### config.mk
export PLATFORM = sky130hd
export DESIGN_NAME = wdt_multi_axil
export DESIGN_NICKNAME = d
export VERILOG_FILES = /design/src/rtl/wdt_multi_axil.sv
export SDC_FILE = /design/constraint.sdc
export NUM_CORES = 1
export LEC_CHECK = 0
export CAP_MARGIN = 20
export CORE_MARGIN = 2
export CORE_UTILIZATION = 58
export DETAILED_ROUTE_END_ITERATION = 10
export DONT_BUFFER_PORTS = 1
export PLACE_DENSITY = 0.74
export SETUP_SLACK_MARGIN = 0.3
export SYNTH_ARGS = -nofsm -noshare
export SYNTH_HDL_FRONTEND = slang
export SYNTH_SLANG_ARGS = --single-unit
### constraint.sdc
create_clock -name clk -period 8.15 [get_ports clk]
set_input_delay 0.4075 -clock clk [delete_from_list [all_inputs] [get_ports clk]]
set_output_delay 0.4075 -clock clk [all_outputs]
set_load 0.1 [all_outputs]
### src/rtl/wdt_multi_axil.sv
// wdt_multi_axil: NCH independent watchdog channels behind an AXI4-Lite slave.
// Channel ch registers live at ch*0x10 (CTRL, KICK, TOCNT, STATUS); SUMMARY at 0x100.
// Optional build macro WDT_PRESCALE_EN adds a shared 16-bit tick prescaler (PRE) at 0x104;
// without it every clock is a tick and 0x104 is unmapped.
module wdt_multi_axil #(
  parameter int unsigned NCH   = 4,
  parameter int unsigned CNT_W = 32
) (
  input  logic            clk,
  input  logic            rst,
  input  logic [31:0]     AWADDR,
  input  logic            AWVALID,
  output logic            AWREADY,
  input  logic [31:0]     WDATA,
  input  logic            WVALID,
  output logic            WREADY,
  output logic [1:0]      BRESP,
  output logic            BVALID,
  input  logic            BREADY,
  input  logic [31:0]     ARADDR,
  input  logic            ARVALID,
  output logic            ARREADY,
  output logic [31:0]     RDATA,
  output logic [1:0]      RRESP,
  output logic            RVALID,
  input  logic            RREADY,
  output logic [NCH-1:0]  WTO
);

  typedef enum logic [1:0] {StIdle, StBrsp, StRrsp} state_e;

  localparam logic [1:0] RespOkay   = 2'b00;
  localparam logic [1:0] RespSlvErr = 2'b10;

  state_e           state_q, state_d;
  logic             wr_acc, rd_acc;
  logic [1:0]       bresp_q, rresp_q;
  logic [31:0]      rdata_q;

  logic [CNT_W-1:0] cnt_q   [NCH];
  logic [CNT_W-1:0] tocnt_q [NCH];
  logic [NCH-1:0]   en_q, wto_q;
  logic             tick;

  logic [8:0]       wa, ra;
  logic [3:0]       wch, rch;
  logic             w_chan_ok, r_chan_ok;
  logic             wr_ok, rd_ok;
  logic [31:0]      rd_val;
  logic [NCH-1:0]   ctrl_we, kick_we, tocnt_we, stat_clr;

  // Only the low nine address bits are decoded.
  logic unused_addr_bits;
  assign unused_addr_bits = ^{AWADDR[31:9], ARADDR[31:9]};

`ifdef WDT_PRESCALE_EN
  logic             pre_we;
  logic [15:0]      pre_q, pre_cnt_q;
`endif

  // Handshake: a full AW+W pair always beats a concurrent read request.
  assign AWREADY = (state_q == StIdle) && AWVALID && WVALID;
  assign WREADY  = AWREADY;
  assign ARREADY = (state_q == StIdle) && ARVALID && !(AWVALID && WVALID);
  assign wr_acc  = AWREADY;
  assign rd_acc  = ARREADY;

  assign BVALID  = (state_q == StBrsp);
  assign RVALID  = (state_q == StRrsp);
  assign BRESP   = bresp_q;
  assign RRESP   = rresp_q;
  assign RDATA   = rdata_q;
  assign WTO     = wto_q;

  // Write address decode into per-channel strobes, qualified by acceptance.
  always_comb begin
    wa        = AWADDR[8:0];
    wch       = wa[7:4];
    w_chan_ok = !wa[8] && ({28'b0, wch} < NCH) && (wa[1:0] == 2'b00);
    wr_ok     = 1'b0;
    ctrl_we   = '0;
    kick_we   = '0;
    tocnt_we  = '0;
    stat_clr  = '0;
`ifdef WDT_PRESCALE_EN
    pre_we    = 1'b0;
`endif
    if (w_chan_ok) begin
      wr_ok = 1'b1;
      for (int i = 0; i < NCH; i++) begin
        if (wch == 4'(i)) begin
          case (wa[3:2])
            2'd0:    ctrl_we[i]  = wr_acc;
            2'd1:    kick_we[i]  = wr_acc;
            2'd2:    tocnt_we[i] = wr_acc;
            default: stat_clr[i] = wr_acc && WDATA[0];
          endcase
        end
      end
    end
`ifdef WDT_PRESCALE_EN
    else if (wa == 9'h104) begin
      wr_ok  = 1'b1;
      pre_we = wr_acc;
    end
`endif
  end

  // Read address decode; unmapped addresses return zero data with SLVERR.
  always_comb begin
    ra        = ARADDR[8:0];
    rch       = ra[7:4];
    r_chan_ok = !ra[8] && ({28'b0, rch} < NCH) && (ra[1:0] == 2'b00);
    rd_ok     = 1'b0;
    rd_val    = 32'h0;
    if (r_chan_ok) begin
      rd_ok = 1'b1;
      for (int i = 0; i < NCH; i++) begin
        if (rch == 4'(i)) begin
          case (ra[3:2])
            2'd0:    rd_val = 32'(en_q[i]);
            2'd1:    rd_val = 32'h0;
            2'd2:    rd_val = 32'(tocnt_q[i]);
            default: rd_val = 32'(wto_q[i]);
          endcase
        end
      end
    end else if (ra == 9'h100) begin
      rd_ok  = 1'b1;
      rd_val = 32'(wto_q);
    end
`ifdef WDT_PRESCALE_EN
    else if (ra == 9'h104) begin
      rd_ok  = 1'b1;
      rd_val = 32'(pre_q);
    end
`endif
  end

  // Bus FSM next-state.
  always_comb begin
    state_d = state_q;
    case (state_q)
      StIdle: begin
        if (wr_acc)      state_d = StBrsp;
        else if (rd_acc) state_d = StRrsp;
      end
      StBrsp:  if (BREADY) state_d = StIdle;
      StRrsp:  if (RREADY) state_d = StIdle;
      default: state_d = StIdle;
    endcase
  end

  // Bus FSM state and registered responses, captured at acceptance and held.
  always_ff @(posedge clk or posedge rst) begin
    if (rst) begin
      state_q <= StIdle;
      bresp_q <= RespOkay;
      rresp_q <= RespOkay;
      rdata_q <= 32'h0;
    end else begin
      state_q <= state_d;
      if (wr_acc) bresp_q <= wr_ok ? RespOkay : RespSlvErr;
      if (rd_acc) begin
        rresp_q <= rd_ok ? RespOkay : RespSlvErr;
        rdata_q <= rd_ok ? rd_val : 32'h0;
      end
    end
  end

`ifdef WDT_PRESCALE_EN
  // Shared prescaler: one tick every PRE+1 clocks, restarted by any PRE write.
  always_ff @(posedge clk or posedge rst) begin
    if (rst) begin
      pre_q     <= 16'h0;
      pre_cnt_q <= 16'h0;
    end else if (pre_we) begin
      pre_q     <= WDATA[15:0];
      pre_cnt_q <= 16'h0;
    end else if (tick) begin
      pre_cnt_q <= 16'h0;
    end else begin
      pre_cnt_q <= pre_cnt_q + 16'd1;
    end
  end
  assign tick = (pre_cnt_q == pre_q);
`else
  assign tick = 1'b1;
`endif

  // Channel registers and counters; any clearing event beats a coincident timeout.
  always_ff @(posedge clk or posedge rst) begin
    if (rst) begin
      en_q  <= '0;
      wto_q <= '0;
      for (int i = 0; i < NCH; i++) begin
        cnt_q[i]   <= '0;
        tocnt_q[i] <= '0;
      end
    end else begin
      for (int i = 0; i < NCH; i++) begin
        if (ctrl_we[i])  en_q[i]    <= WDATA[0];
        if (tocnt_we[i]) tocnt_q[i] <= WDATA[CNT_W-1:0];
        if (kick_we[i] || tocnt_we[i] || stat_clr[i] || !en_q[i]) begin
          cnt_q[i] <= '0;
        end else if (tick) begin
          if (cnt_q[i] < tocnt_q[i]) cnt_q[i] <= cnt_q[i] + CNT_W'(1);
          else                       wto_q[i] <= 1'b1;
        end
        if (stat_clr[i]) wto_q[i] <= 1'b0;
      end
    end
  end

endmodule

# [After elaboration in Yosys (flattened, before gate mapping)]
# Cells that the tools add are included.
# W data, S select, Z words.
[op_classes] add_sub_neg=4 n_lt_le_gt_ge=6 muxes=65 n_reduce_logical=46 n_eq_ne=24
[ops] operator="$mux W32" count=14
[ops] operator="$pmux W32 S3" count=4
[ops] operator="$add A32 B1 Y32 const B" count=4
[ops] operator="$lt A32 B32 Y1" count=4
[ops] operator="$mux W1" count=35
[ops] operator="$mux W4" count=5
[ops] operator="$eq A4 B2 Y1 const B" count=4
[ops] operator="$ne A2 B2 Y1 const B" count=8
[ops] operator="$logic_or A1 B1 Y1" count=12
[ops] operator="$mux W2" count=6
[ops] operator="$logic_and A1 B1 Y1" count=10
[ops] operator="$logic_not A2 Y1" count=5
[ops] operator="$eq A9 B9 Y1 const B" count=1
[ops] operator="$eq A4 B1 Y1 const B" count=2
[ops] operator="$logic_not A4 Y1" count=2
[ops] operator="$lt A4 B3 Y1 const B" count=2
[ops] operator="$reduce_and A2 Y1" count=4
[ops] operator="$reduce_bool A2 Y1" count=4
[ops] operator="$logic_not A1 Y1" count=7
[ops] operator="$eq A2 B1 Y1 const B" count=3
[ops] operator="$eq A2 B2 Y1 const B" count=3
[ops] operator="$pmux W2 S3" count=1
[ops] operator="$ne A2 B1 Y1 const B" count=2
[ops] operator="$ne A3 B3 Y1 const B" count=1
[ops] operator="2 further kinds" count=2
[word_totals] ff_bits=302 input_bits=103 output_inout_bits=45 word_cells=165

# [Logic depth before layout (Yosys ltp)]
[depth] ltp_word=11 depth_mapped=11 depth_no_buf=9

# [Worst setup path after synthesis]
# Ideal clock, no wire load.
[synth_path] path_kind="reg-to-reg" from="reg cnt_q[91] (netlist bit)" to="reg cnt_q[70] (netlist bit)" arrival_time_ns=2.489 slack_ns=5.541 path_buffers=0 period_less_slack_ns=2.609 path_stages_with_launch=9 cell_sequence="dfrtp_1 > ha_1 > and2_1 > a221o_1 > a221oi_1 > o21ai_1 > or4_4 > xor2_1 > nor2_2"
[synth_via] elab_chain_len=2
[synth_rtl] element="start, declared" line_no="40" rtl="logic [CNT_W-1:0] cnt_q [NCH];"
[synth_rtl] element="start signal, assigned by index" line_no="197" rtl="cnt_q[i] <= '0;"
[synth_rtl] element="start signal, assigned by index" line_no="205" rtl="cnt_q[i] <= '0;"
[synth_rtl] element="$lt A32 B32 Y1" line_no="207" rtl="if (cnt_q[i] < tocnt_q[i]) cnt_q[i] <= cnt_q[i] + CNT_W'(1);"
[synth_rtl] element="$reduce_bool A2 Y1 (no source line)"
# No other way between the ends.
# A chain may end at the register's enable or synchronous reset.

# [Worst setup path in the final report]
[layout_path] from="reg tocnt_q[27] (netlist bit)" to="reg cnt_q[28] (netlist bit)"
[layout_via] elab_chain_len=2
[layout_rtl] element="start, declared" line_no="41" rtl="logic [CNT_W-1:0] tocnt_q [NCH];"
[layout_rtl] element="start signal, assigned by index" line_no="203" rtl="if (tocnt_we[i]) tocnt_q[i] <= WDATA[CNT_W-1:0];"
[layout_rtl] element="$lt A32 B32 Y1" line_no="207"
[layout_rtl] element="$reduce_bool A2 Y1 (no source line)"
# No other way between the ends.

==> flow_metrics.py <==
metrics = {
    "critical_path": {
        "crit_arrival_ns": 3.93,
        "endpoint_kind": "flip-flop",
        "critical_path_required_ns": 8.56,
        "cpMaxStageDelayCell": "nor4_2",
        "path_max_fanout": 12,
        "cpPeakStageDelay_ns": 0.68,
        "startpoint_type": "flip-flop",
        "critPathKind": "reg -> reg",
        "path_cells": "inv_1, ha_1, and2_1, a221o_1, a221oi_1, o21ai_1, nor4_2, a21oi_1, a31o_2",
    },
    "yosys": {
        "yosysMostFrequentCell": "dfrtp_1",
        "syn_inst": 1789,
        "ys_top_cells_by_count": "dfrtp_1 (300), inv_1 (162), a21oi_1 (140), nand2_1 (137), ha_1 (128)",
        "synth_area_per_cell_um2": 9.70,
        "ys_async_sr_fraction_pct": 100,
        "synth-compound-area-share_pct": 17.2,
        "synth_top_family_by_area": "compound AO/OA/AOI/OAI gates",
        "synth_top_area_share_pct": 43.3,
        "synth_edf_count": 0,
        "ys_warn_count": 0,
        "netlist_area_mm2": 0.0174,
        "synth.area.top_cells": "dfrtp_1 (43%), ha_1 (9.2%), mux2_2 (6.6%), a21oi_1 (4.0%), inv_1 (3.5%)",
        "synth_ff_type": "dfrtp_1",
        "synth.distinct_cells": 73,
        "yosys.area_share.simple_pct": 15.7,
        "synth_seq_cells": 300,
        "synth_seq_area_share_pct": 43.3,
        "synth_fa_ha_area_share_pct": 9.23,
        "yosys.area_share.xor_xnor_pct": 2.17,
        "synth_top_area_cell": "dfrtp_1",
        "synthMuxAreaShare_pct": 6.96,
    },
    "sta": {
        "finalHoldViolCount": 0,
        "rsz0062_at_grt": "false",
        "setup_viol": 0,
        "tns_ns": 0,
        "slew_headroom_pct": 28.1,
        "fin_crit_sh_pct": 43.2,
        "fin_worst_skew_ns": 0.0198,
        "fmax_ghz": 0.284,
        "finalMaxSlewViolations": 0,
        "hold_ws_ns": 0.00954,
        "setup_ws_ns": 4.63,
        "period_needed_ns": 3.52,
        "tightest_slew_ns": 1.07,
    },
    "placed_design": {
        "place_ws_ns": 4.26,
        "placed_cells": 2117,
        "portBuffers": 0,
        "gp_congestion": 0.905,
        "hpwl_mm": 33.3,
    },
    "clock_network": {
        "cts_max_level": 2,
        "postCtsResizedCells": 0,
        "cts_tree": "yes",
        "cts.clk_slew.worst_paths_ns": 0.06,
        "root_buffer": "clkbuf_16",
        "numCtsBuffers": 35,
        "cts_buffer_depth": 3,
        "worstSkewPairLatency_ns": 0.52,
        "cts_sinks": 300,
    },
    "cells_and_area": {
        "layout.nets": 2004,
        "syn2layout_area_growth_pct": 9.14,
        "diodes": 0,
        "final_cells": 2186,
        "multiInputGateArea_mm2": 0.00893,
        "drive_gt1_share_pct": 12.7,
        "nFillCells": 2367,
        "seq_area_mm2": 0.00751,
        "fin_util_pct": 64.1,
    },
    "drt": {
        "wl_per_cell_um": 21.7,
        "first_pass_iters": 5,
        "via_per_inst": 6.48,
        "route.vias.total": 14200,
        "wirelength_mm": 47.4,
        "first_iter_violations": 1431,
        "drtAntennaViolNets": 0,
        "drcViolationCount": 0,
    },
    "die": {
        "start_util_pct": 58.7,
        "row_count": 63,
        "die_h_um": 177,
        "die_w_um": 177,
        "die-area_mm2": 0.0313,
        "io_pins": 148,
        "core_mm2": 0.0296,
    },
    "grt": {
        "gr-usage-met1_pct": 42.3,
        "grt_overflow_total": 0,
        "grt_pass1_wl_mm": 75.3,
        "antenna_found_initial": 0,
        "use_met3_pct": 4.66,
        "grt_pass1_vias": 13700,
        "use_met2_pct": 49.7,
        "track_usage_pct": 30.5,
        "grt_max_degree": 163,
        "top_usage_layer": "met2",
    },
    "power": {
        "vdd_ir_drop_max_v": 0.000130,
        "p_leak_nw": 8.47,
        "p_per_area_mw_per_mm2": 181,
    },
    "status": {
        "status": "complete, no violations",
    },
    "hold_path": {
        "holdCritPathClass": "in -> reg",
    },
    "run": {
        "max_cap_viol_count": 0,
    },
}
## flip-flops by register name, indices dropped and copies added, names as in the netlist
| signal | flops |
|---|---|
| RDATA | 32 |
| en_q | 4 |
| BRESP | 1 |
| cnt_q | 128 |
| state_q | 2 |
| tocnt_q | 128 |
| RRESP | 1 |
| WTO | 4 |
## layer usage
| metal | part of all wire [%] | wire, µm |
|---|---|---|
| met1 | 43 | 20400 |
| met2 | 47 | 22400 |
| met3 | 6.8 | 3220 |
| met4 | 2.9 | 1350 |
| met5 | 0 | 0 |
## cell usage in the layout, fill, tap and decap left out, drive strengths merged, types with 8 or more instances in the layout
cell and instances:
a21oi 140, buf 21, nand2b 11, and3 18, inv 161, ha 128, nand2 138, nor3 35
a21o 21, a22oi 32, dfrtp 300, clkbuf 52, a221oi 36, nor2 86, nand3 50, or4 23
or3 31, and4 16, o211ai 8, a31o 17, o31ai 19, o21ai 97, and2 19, nand4 48
a22o 28, mux2 101, xnor2 38, nor4 17
## final cells by class
cell class	count	share of cell area (%)
clock buffer	50	5.52
clock inverter	10	0.661
inverter	162	3.23
multi-input combinational	1246	47.2
sequential	300	39.6
tap	390	2.58
timing repair buffer	28	1.23
## path summary, 6_finish.rpt
| path | end | from | cells past startpoint | slack (ns) |
|---|---|---|---|---|
| min | tocnt_q[24] | WDATA[24] | 2 | 0.01 |
| min reg2reg | tocnt_q[84] | tocnt_q[84] | 1 | 0.53 |
| min in group asynchronous | RDATA[0] | rst | 2 | 0.27 |
| max | cnt_q[28] | tocnt_q[27] | 9 | 4.63 |
| max reg2reg | cnt_q[28] | tocnt_q[27] | 9 | 4.63 |
| max in group asynchronous | cnt_q[0] | rst | 4 | 5.92 |
## where the power goes
group	switching (W)	leakage [nW]	total, W	internal [W]
clock	0.000627	0.583	0.00161	0.000983
combinational	0.000176	3.86	0.000230	0.0000540
sequential	0.0000798	4.02	0.00159	0.00151
total	0.000882	8.47	0.00343	0.00254
## logic make-up (layout without fill, tap and decap cells)
kind of cell / count (synthesis) / count (layout)
DFF: 300 / 300
AOI/OAI and AO/OA: 451 / 451
xor gates and xnor gates: 43 / 43
adders and majority gates: 128 / 128
other: 1 / 2
buffers and inverters: 244 / 250
muxes: 108 / 108
and+or+nand+nor: 514 / 514
## worst max-delay path: cells and delay by family, from the launching register on
kind / cells / cell delay [ns]
flops: 1 / 0.38
simple gates: 2 / 0.87
compound gates: 5 / 1.73
buf+inv: 1 / 0.15
fa+ha+maj: 1 / 0.27
## timing repair
item / CTS / global route
endpoints found under the hold margin: 8 / 0
hold buffers: 5 / 0
buffers inserted: 0 / 0
## metrics by stage
stage | area (µm²) | power, W
after CTS | 18900 | 0.00344
after floorplan | 17400 | 0.00179
after global placement | 17700 | 0.00183
after detailed placement | 17700 | 0.00184
final | 18900 | 0.00343
after global routing | 18900 | 0.00352
No activity file was read; power rests on OpenSTA's default activity.
